## src/rtl/fifo_pkg.sv

```systemverilog
// rtl/fifo_pkg.sv - shared pointer widths and Gray/binary conversion helpers for the async FIFO
package fifo_pkg;

  localparam int DEF_ADDR_W = 3;
  localparam int DEF_PTR_W  = DEF_ADDR_W + 1;
  localparam int CONV_W     = 32;

  // Callers zero-extend into CONV_W bits and truncate the result back to their own width.
  function automatic logic [CONV_W-1:0] bin2gray(input logic [CONV_W-1:0] b);
    return b ^ (b >> 1);
  endfunction

  function automatic logic [CONV_W-1:0] gray2bin(input logic [CONV_W-1:0] g);
    logic [CONV_W-1:0] b;
    b = g;
    for (int i = 1; i < CONV_W; i++) begin
      b = b ^ (g >> i);
    end
    return b;
  endfunction

endpackage

```

## src/rtl/gray2bin_conv.sv

```systemverilog
// rtl/gray2bin_conv.sv - parameterised Gray-to-binary conversion as an XOR prefix from the MSB
module gray2bin_conv
  import fifo_pkg::*;
#(
  parameter int W = DEF_PTR_W
) (
  input  logic [W-1:0] gray,
  output logic [W-1:0] bin
);

  for (genvar i = 0; i < W; i++) begin : g_bit
    assign bin[i] = ^gray[W-1:i];
  end

endmodule

```

## src/rtl/w_ptr_handler.sv

```systemverilog
// rtl/w_ptr_handler.sv - write-domain pointer, full/almost-full/level flags and sticky overflow
module w_ptr_handler
  import fifo_pkg::*;
#(
  parameter int ADDR_W    = DEF_ADDR_W,
  parameter int AF_MARGIN = 2
) (
  input  logic              i_wclk,
  input  logic              i_rst_n,
  input  logic              i_wen,
  input  logic [ADDR_W:0]   g_r_ptr_sync,
  output logic [ADDR_W-1:0] o_waddr,
  output logic              o_wmem_en,
  output logic [ADDR_W:0]   g_w_ptr,
  output logic              full_flag,
  output logic              almost_full_flag,
  output logic [ADDR_W:0]   o_wlevel,
  output logic              overflow_err
);

  localparam int PTR_W = ADDR_W + 1;
  localparam int DEPTH = 1 << ADDR_W;
  localparam logic [PTR_W-1:0] AF_THRESH = PTR_W'(DEPTH - AF_MARGIN);

  logic [PTR_W-1:0] w_bin;
  logic [PTR_W-1:0] w_bin_next;
  logic [PTR_W-1:0] w_gnext;
  logic [PTR_W-1:0] r_bin;
  logic [PTR_W-1:0] level_next;
  logic [PTR_W-1:0] full_match;
  logic             wr_accept;

  gray2bin_conv #(.W(PTR_W)) u_r_conv (
    .gray (g_r_ptr_sync),
    .bin  (r_bin)
  );

  assign wr_accept  = i_wen & ~full_flag;
  assign o_wmem_en  = wr_accept;
  assign o_waddr    = w_bin[ADDR_W-1:0];
  assign w_bin_next = wr_accept ? w_bin + PTR_W'(1) : w_bin;
  assign w_gnext    = wr_accept ? PTR_W'(bin2gray(CONV_W'(w_bin_next))) : g_w_ptr;

  // Full in Gray space: writer one lap ahead means the top two bits differ, the rest match.
  assign full_match = {~g_r_ptr_sync[ADDR_W:ADDR_W-1], g_r_ptr_sync[ADDR_W-2:0]};
  assign level_next = w_bin_next - r_bin;

  always_ff @(posedge i_wclk or negedge i_rst_n) begin
    if (!i_rst_n) begin
      w_bin            <= '0;
      g_w_ptr          <= '0;
      full_flag        <= 1'b0;
      almost_full_flag <= 1'b0;
      o_wlevel         <= '0;
      overflow_err     <= 1'b0;
    end else begin
      w_bin            <= w_bin_next;
      g_w_ptr          <= w_gnext;
      full_flag        <= (w_gnext == full_match);
      almost_full_flag <= (level_next >= AF_THRESH);
      o_wlevel         <= level_next;
      overflow_err     <= overflow_err | (i_wen & full_flag);
    end
  end

endmodule

```

## config.mk

```make
export PLATFORM = sky130hd
export DESIGN_NAME = w_ptr_handler
export DESIGN_NICKNAME = d
export VERILOG_FILES = /design/src/rtl/fifo_pkg.sv /design/src/rtl/gray2bin_conv.sv /design/src/rtl/w_ptr_handler.sv
export SDC_FILE = /design/constraint.sdc
export NUM_CORES = 1
export LEC_CHECK = 0
export BUFFER_PORTS_ARGS = -buffer_cell sky130_fd_sc_hd__buf_2
export CAP_MARGIN = 30
export CORE_UTILIZATION = 40
export CTS_BUF_LIST = sky130_fd_sc_hd__clkbuf_16
export CTS_CLUSTER_DIAMETER = 60
export DETAILED_ROUTE_END_ITERATION = 7
export PLACE_DENSITY_LB_ADDON = 0.3
export SYNTH_ARGS = -nofsm -noshare
export SYNTH_HDL_FRONTEND = slang
export SYNTH_SLANG_ARGS = --single-unit
```

## constraint.sdc

```tcl
create_clock -name i_wclk -period 2.7 [get_ports i_wclk]
set_input_delay 0.135 -clock i_wclk [delete_from_list [all_inputs] [get_ports i_wclk]]
set_output_delay 0.135 -clock i_wclk [all_outputs]
set_load 0.05 [all_outputs]
```

==> summary.txt <==
Outcome
  • Status: completed

Global route
  • Initial antenna violation count: 0
  • Vias in the first global route: 632
  • Largest net degree at the start of global routing: 16
  • First-pass GRT wire length: 2860 µm
  • Total gr overflow: 0
  • GRT Util Overall: 15.5%

Finish
  • # diodes: 0
  • Filler Cells Inserted: 216
  • Final design utilization: 53.6%
  • Net count, final: 118
  • Layout area overhead: 20.6%
  • Multi-input gate area: 453 µm²
  • Register area: 375 µm²
  • Fraction of layout cells with a size suffix above 1: 30.8%

Clock tree
  • Clock sinks: 15
  • CTS tree: done
  • # resized after CTS: 0
  • Num CTS Buffers: 3
  • # hold bufs at CTS: 1
  • Clk buf depth: 2
  • H-Tree Depth: 1
  • Clock root cell: clkbuf_16
  • Setup bufs post-CTS: 0
  • CTS clock-pin slew for the worst setup and hold paths: 0.05 ns
  • Clk Latency, worst-skew pair: 0.24 ns

Logic synthesis
  • Syn Inst Count: 86
  • Leading area contributor after synthesis: dfrtp_1
  • Synth warn: 0
  • Post-Syn Area: 907 µm²
  • Avg Cell Area, Syn: 10.5 µm²
  • Post-synth EDFFs: 0
  • Share of the synthesized area in the top cell type: 41.4%
  • Count of cell types in the netlist: 31
  • Synthesis-stage register bit count: 15
  • Sequential fraction of the synthesis area: 41.4%
  • Syn nets: 96
  • Top_reg_cell synth: dfrtp_1
  • Ranking of synthesized cells by area: dfrtp_1 41%, xnor2_1 8.7%, xor2_1 6.8%
  • Ys async rst share: 100%

Floorplan
  • Die height: 49.6 µm
  • Boundary Pins: 22
  • Die area: 2460 µm²
  • Core Area: 2040 µm²
  • Die X: 49.6 µm
  • Initial core utilization: 44.4%
  • Rows: 16

STA
  • Slew HR: 74.5%
  • Fin crit share: 81.6%
  • Setup TNS: 0 ns
  • Clock Skews: 0.00127 ns
  • Count of final setup violators: 0
  • RSZ-0062 raised after global routing: false
  • Pins Over Slew Limit: 0
  • Final hold slack: 0.165 ns
  • Highest Clock Rate: 454 MHz
  • Worst Max-Slew Pin Slew: 0.381 ns
  • Final Hold Fails: 0
  • Fin crit period: 2.20 ns

Drt
  • # DRC: 0
  • Drt initial violations: 6
  • Detailed Route WL: 1700 µm
  • Post-route ant nets: 0
  • Vias per std cell: 4.84
  • Pre-antenna DRT Iters: 4
  • DR WL/cell: 12.7 µm
  • Vias: 649

Job
  • Maxcap violations: 0

Critical path
  • Critical path, cell by cell: ha_1 > nand3b_1 > a21boi_2 > xnor2_1 > ha_1 > inv_1 > o211ai_1 > a211o_1 > nand4_1
  • CP Class: reg2reg
  • CP Data Required Time: 2.87 ns
  • Max FO, Critical Path: 6
  • Startpoint types: register
  • Critical Path AT: 2.38 ns
  • Worst path max stage delay: 0.46 ns
  • Critical Path Sink Type: register
  • CP max-delay cell: dfrtp_1
  • Cell repeated most along the worst path: ha_1

Place
  • Placer Congestion: 0.839
  • PortBufs: 21
  • Post-DP HPWL: 1370 µm

Worst hold path
  • Min-delay worst type: in2reg
[metrics by stage]
stage	worst slack, ns	std cells	cell area, µm²
5_1_grt	0.355	134	1090
2_1_floorplan	0.554	86	907
3_5_place_dp	0.498	129	1000
3_3_place_gp	0.622	129	1000
4_1_cts	0.476	134	1090
6_report	0.496	134	1090
[path summary, 6_finish.rpt]
path | from | endpoint | slack, ns | depth (start not counted)
max in group asynchronous | i_rst_n | w_bin[3] | 2.12 | 2
worst max-delay path | w_bin[0] | almost_full_flag | 0.50 | 9
min in group asynchronous | i_rst_n | overflow_err | 0.33 | 2
worst min-delay path | i_wen | overflow_err | 0.17 | 2
worst min register to register | overflow_err | overflow_err | 0.46 | 1
worst max register to register | w_bin[0] | almost_full_flag | 0.50 | 9
[layer usage]
metal	track usage, %	vias to the layer above	share of wire (%)
li1	-	331	-
met1	18.8	302	45
met2	26.8	14	51
met3	3.09	2	3.6
met4	5.71	0	0.35
met5	0	-	0
[cell usage after synthesis (2+ instances only)]
cell,number
nor2_1,3
inv_1,9
nand2_1,6
xnor2_1,9
nand3b_1,2
xor2_1,7
nand4_1,3
nand3_1,2
ha_1,3
o21ai_1,2
o21ai_2,2
buf_4,4
dfrtp_1,15
a21boi_2,2
[cells by family (layout without fill, tap and decap cells)]
kind of cell / Yosys count / after routing / share of synthesized area, %
AO/OA/AOI/OAI: 14 / 14 / 13.1
XOR/XNOR: 18 / 18 / 19.7
adder cells (fa/ha/maj): 3 / 3 / 4.14
buffers and inverters: 15 / 36 / 8.69
flip-flops: 15 / 15 / 41.4
AND/OR/NAND/NOR: 21 / 21 / 13.0
[critical path: cells and delay by family, from the launching register on]
kind	cells	cell delay, ns
flip-flops	1	0.46
adder cells (fa/ha/maj)	2	0.60
buffers and inverters	1	0.06
AND/OR/NAND/NOR	2	0.23
AO/OA/AOI/OAI	3	0.68
XOR/XNOR	1	0.09
[final cells by class]
| class | instances | share of cell area, % |
|---|---|---|
| Clock buffer | 3 | 6.86 |
| Clock inverter | 1 | 0.343 |
| Inverter | 10 | 3.43 |
| Multi-Input combinational cell | 56 | 41.4 |
| Sequential cell | 15 | 34.3 |
| Tap cell | 27 | 3.09 |
| Timing Repair Buffer | 22 | 10.5 |
[flip-flops by register name, summed over array words and instances, names as in the netlist]
signal            cells
full_flag             1
o_wlevel              4
g_w_ptr               4
almost_full_flag      1
overflow_err          1
w_bin                 4
[cell usage in the layout (no fill, tap or decap), types with 2 or more instances in the layout]
cell        n
a21boi_2    2
buf_2      21
clkbuf_16   3
dfrtp_1    15
ha_1        3
inv_1      10
nand2_1     6
nand3_1     2
nand3b_1    2
nand4_1     3
nor2_1      3
o21ai_1     2
o21ai_2     2
xnor2_1     9
xor2_1      7
Power is left out: the tool's default activity adds up to more than one toggle a clock period on the data nets, which glitch-free logic cannot reach.
